## config.mk

```make
export PLATFORM = sky130hd
export DESIGN_NAME = icache_plru_replacer
export DESIGN_NICKNAME = d
export VERILOG_FILES = /design/src/rtl/icache_plru_replacer.sv
export SDC_FILE = /design/constraint.sdc
export NUM_CORES = 1
export LEC_CHECK = 0
export BUFFER_PORTS_ARGS = -buffer_cell sky130_fd_sc_hd__buf_2
export CORE_MARGIN = 10
export CORE_UTILIZATION = 40
export DETAILED_ROUTE_END_ITERATION = 7
export GPL_ROUTABILITY_DRIVEN = 0
export GPL_TIMING_DRIVEN = 1
export MAX_ROUTING_LAYER = met4
export PLACE_DENSITY_LB_ADDON = 0.2
export SYNTH_ARGS = -nofsm -noshare
export SYNTH_HDL_FRONTEND = slang
export SYNTH_SLANG_ARGS = --single-unit
```

## constraint.sdc

```tcl
create_clock -name clk -period 2.7 [get_ports clk]
set_clock_uncertainty 0.05 [all_clocks]
set_input_delay 0.54 -clock clk [delete_from_list [all_inputs] [get_ports clk]]
set_output_delay 0.54 -clock clk [all_outputs]
set_load 0.05 [all_outputs]
```

## src/rtl/icache_plru_replacer.sv

```systemverilog
// Tree pseudo-LRU victim selector for the 4-way I-Cache.
// Holds one 3-bit PLRU record {b2,b1,b0} per set. It picks the way to replace
// on a fill and marks the touched way most-recent on every completed access.
module icache_plru_replacer #(
  parameter int INDEX_WIDTH = 4,
  parameter int NUM_WAYS    = 4
) (
  input  logic                   clk,
  input  logic                   rst,
  input  logic [INDEX_WIDTH-1:0] index_i,
  input  logic [3:0]             valid_i,
  input  logic                   full_i,
  input  logic                   hit_i,
  input  logic [1:0]             hit_way_i,
  input  logic                   access_done_i,
  input  logic                   fill_i,
  input  logic                   flush_i,
  output logic [1:0]             evicted_way_o,
  output logic [2:0]             plru_bits_o,
  output logic                   update_err_o
);

  localparam int NUM_SETS = 1 << INDEX_WIDTH;
  localparam int WAY_W    = $clog2(NUM_WAYS);

  // Tree walk: b0 picks the half, then b1 (ways 0/1) or b2 (ways 2/3) picks the way.
  function automatic logic [1:0] plru_victim(input logic [2:0] bits);
    logic [1:0] way;
    if (bits[0] == 1'b0) begin
      way = bits[1] ? 2'd1 : 2'd0;
    end else begin
      way = bits[2] ? 2'd3 : 2'd2;
    end
    return way;
  endfunction

  // Point the tree away from the touched way, leaving the other subtree alone.
  function automatic logic [2:0] plru_touch(input logic [2:0] bits, input logic [1:0] way);
    logic [2:0] nxt;
    nxt = bits;
    case (way)
      2'd0:    begin nxt[0] = 1'b1; nxt[1] = 1'b1; end
      2'd1:    begin nxt[0] = 1'b1; nxt[1] = 1'b0; end
      2'd2:    begin nxt[0] = 1'b0; nxt[2] = 1'b1; end
      2'd3:    begin nxt[0] = 1'b0; nxt[2] = 1'b0; end
      default: nxt = bits;
    endcase
    return nxt;
  endfunction

  logic [2:0]       plru_q [NUM_SETS];
  logic [2:0]       plru_d [NUM_SETS];
  logic             update_err_q;
  logic             update_err_d;
  logic [2:0]       cur_bits_s;
  logic [1:0]       victim_s;
  logic [1:0]       target_way_s;
  logic             valid_update_s;
  logic             invalid_update_s;
  logic [WAY_W-1:0] hit_way_s;

  assign hit_way_s = hit_way_i[WAY_W-1:0];

  // Victim choice: first empty way while the set has room, tree walk otherwise.
  // valid=1111 with full=0 is inconsistent; the tree walk is the safe answer.
  always_comb begin
    cur_bits_s = plru_q[index_i];
    victim_s   = plru_victim(cur_bits_s);
    if (!full_i && (valid_i != 4'b1111)) begin
      if (!valid_i[0]) begin
        victim_s = 2'd0;
      end else if (!valid_i[1]) begin
        victim_s = 2'd1;
      end else if (!valid_i[2]) begin
        victim_s = 2'd2;
      end else begin
        victim_s = 2'd3;
      end
    end else begin
      victim_s = plru_victim(cur_bits_s);
    end
  end

  assign evicted_way_o = victim_s;
  assign plru_bits_o   = cur_bits_s;
  assign update_err_o  = update_err_q;

  // Next-state of the record array: flush clears all, a legal access touches one set.
  always_comb begin
    invalid_update_s = access_done_i && !fill_i && !hit_i;
    valid_update_s   = access_done_i && (fill_i || hit_i);
    target_way_s     = fill_i ? victim_s : hit_way_s;
    for (int s = 0; s < NUM_SETS; s++) begin
      plru_d[s] = plru_q[s];
    end
    if (flush_i) begin
      for (int s = 0; s < NUM_SETS; s++) begin
        plru_d[s] = 3'b000;
      end
    end else if (valid_update_s) begin
      plru_d[index_i] = plru_touch(cur_bits_s, target_way_s);
    end else begin
      plru_d[index_i] = plru_q[index_i];
    end
    // A hit-less, fill-less completion is an upstream protocol violation; it is
    // recorded even when a flush drops the access itself.
    update_err_d = update_err_q | invalid_update_s;
  end

  // Record array and sticky error flag; reset clears everything at once.
  always_ff @(posedge clk or posedge rst) begin
    if (rst) begin
      for (int s = 0; s < NUM_SETS; s++) begin
        plru_q[s] <= 3'b000;
      end
      update_err_q <= 1'b0;
    end else begin
      for (int s = 0; s < NUM_SETS; s++) begin
        plru_q[s] <= plru_d[s];
      end
      update_err_q <= update_err_d;
    end
  end

endmodule

```

==> results.tsv, run 1 <==
stage	metric	value	unit
run_status	status	completed	
die	dieArea	10500	sq um
finish	layout_commonest_cell	nor2_1	
critical_path	ff2ff_path_depth	8	
pwr	irDropWorstVdd	0.224	mV
timing	setup_ws	0.0104	ns
clock_network	htree_levels	2	
job	drv_cap	0	
synthesis	synth-main-ff-cell	dfrtp_1	
detailed_routing	drt_iter0_drc	164	
die	coreArea	6460	sq um
critical_path	path_cells	bufbuf_16 > mux4_2 > a22oi_2 > nand3_4 > mux2i_4 > mux2i_4 > buf_6	
detailed_routing	wl_per_cell	18.5	um
finish	final_area	3320	sq um
synthesis	yosys_warnings	0	
critical_path	arrival	2.10	ns
pwr	power_density	485	nW/um^2
clock_network	cts_tree	done	
timing	fin_crit	2.69	ns
finish	drive_above_1_share	0.364	
synthesis	yosysTopAreaCell	dfrtp_1	
critical_path	slowest_stage	mux4_2	
clock_network	cts_buffer_depth	2	
timing	hold_ws	0.338	ns
pwr	p_sw_frac	0.266	
pwr	power_frac_seq	0.479	
clock_network	cts_sinks	49	
pwr	p_clk_frac	0.338	
synthesis	synth_edf_count	0	
critical_path	crit_fanout	5	
detailed_routing	ant_nets	0	
placed_design	placed_area	3090	sq um
placed_design	dp.final_hpwl	4.60	mm
critical_path	max_stage_delay	0.50	ns
synthesis	synth_area	2720	sq um
synthesis	synth_seq_cells	49	
worst_hold_path	hold_path.class	input port to async pin	
global_routing	grt_pass1_vias	2167	
placed_design	dp_cells	347	
die	chipHeight	102	um
global_routing	grt_overflow	0	
global_routing	grt_pass1_wl	11.4	mm
timing	rsz0062_at_grt	true	
detailed_routing	drtPass1Iterations	4	
critical_path	path_buf_inv	2	
critical_path	cp.depth	7	
pwr	comb_power_share	0.184	
critical_path	critical-path-top-delay-family	multiplexers	
finish	final_nets	299	
synthesis	synth_area_leaders	dfrtp_1 45%, mux4_2 9.9%, a311oi_2 8.3%, nor2_1 8.3%, a311oi_1 5.5%	
synthesis	synthDistinctLibCells	36	
finish	area_delta_synth_final	22.1	%
finish	n_antenna_cell	0	
synthesis	synth.avg_cell_area	11.4	sq um
synthesis	postSynthCellCount	239	
placed_design	port_buffers	22	
critical_path	worstPathRequired	2.11	ns
finish	num-fill-cells	598	
synthesis	ys_seq_area_frac	0.451	
clock_network	hold_buffers	0	
pwr	power_leakage	1.37	nW
detailed_routing	viasPerCell	5.93	
critical_path	cp-startpoint	index_i[0]	
die	rows	29	
global_routing	grt_max_degree	50	
timing	finalMaxSlewViolations	0	
global_routing	met1_usage	0.184	
clock_network	cts-root-buf	clkbuf_8	
finish	final_cells	360	
critical_path	critPathCaptureType	primary output	
synthesis	synth_top_area_share	0.451	
pwr	intPower	1.18	mW
critical_path	setup.worst_path.class	input port to primary output	
timing	final_hold_viol_count	0	
global_routing	grt_antenna_before_repair	0	
clock_network	cts.clk_slew.worst_paths	0.09	ns
synthesis	synthArstFlopShare	1.00	
die	start_util	0.421	
clock_network	clkLatencyLatePin	0.30	ns
critical_path	crit_top_cell	mux2i_4	
clock_network	numCtsBuffers	5	
finish	layout_common_cells	60 x nor2_1, 49 x dfrtp_1, 28 x buf_4, 19 x buf_2	
placed_design	dp_slack	-0.309	ns
timing	max_slew_margin	0.534	
global_routing	busiest_layer	met2	
global_routing	grt_usage	0.139	
critical_path	worstReg2RegStart	plru_q[39]$_DFFE_PP0P_	
die	die_w	102	um
timing	min_period_over_period	0.996	
pwr	p_sw	0.428	mW
critical_path	reg2reg_slack	0.29	ns
synthesis	synthesis.nets	256	
timing	fmax	372	MHz
global_routing	grt_util_met2	0.210	
global_routing	met3_usage	0.0290	
critical_path	reg2reg_to	plru_q[37]$_DFFE_PP0P_	
die	io_pins	23	
critical_path	crit_end	evicted_way_o[0]	
detailed_routing	route.detailed.drc	0	
timing	finalSetupViolCount	0	
detailed_routing	wirelength	6.65	mm
detailed_routing	dr_total_vias	2135	
timing	tightest_slew	0.693	ns
critical_path	startpoint_type	input port	
[through the flow]
step	power [mW]	setup TNS, ns	utilization
after global routing	1.67	-0.0386	0.514
after detailed placement	1.06	-10.43	0.479
after global placement	1.06	-8.43	0.479
after CTS	1.62	-0.00688	0.509
after floorplan	0.978	-0.919	-
final	1.61	0	0.514
[worst reg2reg max path, delay by kind of cell, from the launching register on]
| family | cells | cell delay (ns) |
|---|---|---|
| AOI/OAI and AO/OA | 5 | 1.03 |
| muxes | 1 | 0.50 |
| DFF | 1 | 0.40 |
| buffers and inverters | 2 | 0.35 |
[power groups by stage]
| stage | combinational [mW] | sequential (mW) | clock, mW |
|---|---|---|---|
| floorplan | 0.199 | 0.779 | 0 |
| global placement | 0.276 | 0.784 | 0 |
| detailed placement | 0.278 | 0.784 | 0 |
| CTS | 0.294 | 0.770 | 0.553 |
| global route | 0.323 | 0.773 | 0.577 |
| finish | 0.296 | 0.770 | 0.543 |
[layout make-up]
type,instances,area [sq um],share of cell area
multi-input combinational,169,1430,0.430
inverter,3,11.3,0.00339
clock buffer,7,86.3,0.0260
sequential,49,1230,0.369
clock inverter,1,30.0,0.00905
tap,77,96.3,0.0290
timing repair buffer,54,440,0.133
[synthesized netlist by cell type (all sizes together), types with 6 or more instances]
| cell | number |
|---|---|
| nor2 | 60 |
| dfrtp | 49 |
| a311oi | 32 |
| a211oi | 17 |
| buf | 12 |
| mux4 | 12 |
| nand2 | 7 |
| nand2b | 7 |
| clkbuf | 6 |
| nand3 | 6 |
| nor3 | 6 |
[sequential cells by signal, indices dropped and copies added (netlist names)]
signal and count:
update_err_o 1, plru_q 48
[layer usage]
layer	up-vias	wire, um
met4	0	83
met5	-	0
met2	47	3070
met3	9	352
li1	1002	-
met1	1077	3140
[how the worst min path moves through the flow]
stage / cells past startpoint / slack (ns) / from / endpoint
floorplan: 2 / 0.49 / plru_q[17]$_DFFE_PP0P_ / plru_q[17]$_DFFE_PP0P_
global placement: 1 / 0.39 / update_err_o$_DFF_PP0_ / update_err_o$_DFF_PP0_
detailed placement: 1 / 0.42 / update_err_o$_DFF_PP0_ / update_err_o$_DFF_PP0_
CTS: 3 / 0.36 / rst / plru_q[11]$_DFFE_PP0P_
global route: 3 / 0.39 / rst / plru_q[11]$_DFFE_PP0P_
finish: 3 / 0.34 / rst / plru_q[2]$_DFFE_PP0P_
[repair_timing]
action                                  in CTS  in global routing
pin swaps                                    3                  2
gates resized for setup                      9                  5
buffers inserted                             2                  2
cloned                                       1                  0
endpoints found under the setup margin       5                  2
[logic make-up (layout without fill, tap and decap cells)]
| kind of cell | Yosys count | count (layout) | synth area share |
|---|---|---|---|
| AO/OA/AOI/OAI | 66 | 66 | 0.248 |
| buffers and inverters | 21 | 65 | 0.0456 |
| flip-flops | 49 | 49 | 0.451 |
| multiplexers | 14 | 14 | 0.111 |
| AND/OR/NAND/NOR | 89 | 89 | 0.144 |
No activity file was read; power rests on OpenSTA's default activity.
==> run 2: changes to the inputs <==
MAX_ROUTING_LAYER = not set   (was met4)
==> run 2 against run 1 <==
Against the previous run: die area unchanged; sequential cell count unchanged; core utilization unchanged; power decreased by 0.13%; largest cell class unchanged; critical path type unchanged; clock-buffer cell count unchanged; clock power about the same; highest routed layer unchanged; wire length decreased by 0.92%; maximum frequency decreased by 0.13%; hold slack got worse by 0.0017 ns; global-route usage decreased by 0.39 points; cell count unchanged; first-iteration DRC count decreased by 3.0%.
==> results.tsv, run 2 (synthesis results as in run 1) <==
stage	metric	value	unit
finish	largest-register	plru_q	
detailed_routing	wl_per_cell	18.3	um
timing	setup_tns	0	ns
clock_network	clkLatencyLatePin	0.30	ns
critical_path	slowest_stage	mux4_2	
critical_path	crit_fanout	5	
clock_network	cts-root-buf	clkbuf_8	
pwr	power_frac_seq	0.479	
critical_path	critPathCaptureType	primary output	
pwr	intPower	1.18	mW
timing	final_hold_viol_count	0	
placed_design	dp_cells	347	
timing	fmax	371	MHz
timing	fin_crit	2.69	ns
pwr	p_clk_frac	0.337	
timing	min_period_over_period	0.997	
global_routing	grt_usage	0.135	
critical_path	path_cells	bufbuf_16 > mux4_2 > a22oi_2 > nand3_4 > mux2i_4 > mux2i_4 > buf_6	
clock_network	htree_levels	2	
pwr	p_sw_frac	0.265	
critical_path	worstPathRequired	2.11	ns
pwr	total_power	1.61	mW
global_routing	grt_pass1_wl	11.4	mm
critical_path	startpoint_type	input port	
clock_network	numCtsBuffers	5	
critical_path	setup.worst_path.class	input port to primary output	
placed_design	port_buffers	22	
global_routing	grt_antenna_before_repair	0	
clock_network	cts_tree	done	
timing	rsz0062_at_grt	true	
finish	n_antenna_cell	0	
die	die_w	102	um
timing	setup_ws	0.00696	ns
clock_network	cts.clk_slew.worst_paths	0.09	ns
detailed_routing	viasPerCell	5.88	
finish	layout_commonest_cell	nor2_1	
timing	tightest_slew	0.691	ns
timing	finalMaxSlewViolations	0	
placed_design	dp_slack	-0.309	ns
clock_network	cts_buffer_depth	2	
global_routing	grt_overflow	0	
job	drv_cap	0	
pwr	power_leakage	1.37	nW
timing	max_slew_margin	0.536	
finish	multi_input_area	1430	sq um
die	chipHeight	102	um
finish	num-fill-cells	598	
critical_path	arrival	2.10	ns
detailed_routing	dr_total_vias	2116	
finish	final_nets	299	
run_status	status	completed	
die	io_pins	23	
detailed_routing	route.detailed.drc	0	
finish	seq_area	1230	sq um
placed_design	dp.final_hpwl	4.60	mm
die	start_util	0.421	
finish	final_cells	360	
finish	drive_above_1_share	0.364	
finish	largest_reg_flops	48	
pwr	power_density	484	nW/um^2
detailed_routing	wirelength	6.59	mm
die	rows	29	
pwr	comb_power_share	0.184	
global_routing	grt_pass1_vias	2164	
pwr	p_sw	0.426	mW
global_routing	grt_max_degree	50	
clock_network	cts_sinks	49	
worst_hold_path	hold_path.class	input port to async pin	
finish	area_delta_synth_final	22.1	%
die	coreArea	6460	sq um
finish	layout_common_cells	60 x nor2_1, 49 x dfrtp_1, 28 x buf_4, 19 x buf_2	
critical_path	max_stage_delay	0.50	ns
detailed_routing	ant_nets	0	
timing	finalSetupViolCount	0	
pwr	irDropWorstVdd	0.224	mV
critical_path	reg2reg_slack	0.29	ns
detailed_routing	drtPass1Iterations	4	
die	dieArea	10500	sq um
clock_network	hold_buffers	0	
detailed_routing	drt_iter0_drc	159	
critical_path	crit_top_cell	mux2i_4	
[run 2: cell counts in the layout (fill, tap and decap cells not counted)]
No cell type changed its count.
[run 2: cell type report]
type,instances,share of cell area
Clock inverter,1,0.00905
Sequential cell,49,0.369
Multi-Input combinational cell,169,0.430
Clock buffer,7,0.0260
Inverter,3,0.00339
Timing Repair Buffer,54,0.133
Tap cell,77,0.0290
[run 2: per-layer routing]
| metal | vias to the layer above | global-route usage | share of wire |
|---|---|---|---|
| met4 | 0 | 0.0412 | 0.013 |
| met3 | 9 | 0.0310 | 0.070 |
| met1 | 1038 | 0.183 | 0.46 |
| li1 | 1002 | - | - |
| met2 | 67 | 0.210 | 0.46 |
| met5 | - | 0 | 0 |
[run 2: power by group through the flow]
stage / combinational, mW / sequential [mW] / clock (mW)
6_report: 0.296 / 0.770 / 0.542
2_1_floorplan: 0.199 / 0.779 / 0
3_5_place_dp: 0.278 / 0.784 / 0
3_3_place_gp: 0.276 / 0.784 / 0
5_1_grt: 0.323 / 0.773 / 0.577
4_1_cts: 0.294 / 0.770 / 0.553
[run 2: repair_timing]
item,in CTS,in global routing
pin swaps,3,2
buffers inserted,2,2
cloned,1,0
setup endpoints to repair,5,2
gates resized for setup,9,5
hold endpoints to repair,0,0
[run 2: through the flow]
| step | instance area [sq um] | hold WS [ns] | utilization |
|---|---|---|---|
| 2_1_floorplan | 2770 | 0.486 | - |
| 3_3_place_gp | 3090 | 0.387 | 0.479 |
| 3_5_place_dp | 3090 | 0.419 | 0.479 |
| 4_1_cts | 3290 | 0.363 | 0.509 |
| 5_1_grt | 3320 | 0.386 | 0.514 |
| 6_report | 3320 | 0.337 | 0.514 |
[run 2: critical path: cells and delay by family]
kind | cells | cell delay [ns]
muxes | 3 | 0.81
AOI/OAI and AO/OA | 1 | 0.24
and+or+nand+nor | 1 | 0.11
buffers and inverters | 2 | 0.41
[run 2: final timing paths]
kind,start,to,cells past startpoint
max in group asynchronous,rst,plru_q[22]$_DFFE_PP0P_,3
worst min register to register,update_err_o$_DFF_PP0_,update_err_o$_DFF_PP0_,1
worst min-delay path,rst,plru_q[2]$_DFFE_PP0P_,3
worst max register to register,plru_q[45]$_DFFE_PP0P_,plru_q[40]$_DFFE_PP0P_,8
worst max-delay path,index_i[0],evicted_way_o[0],7
min in group clk,access_done_i,update_err_o$_DFF_PP0_,2
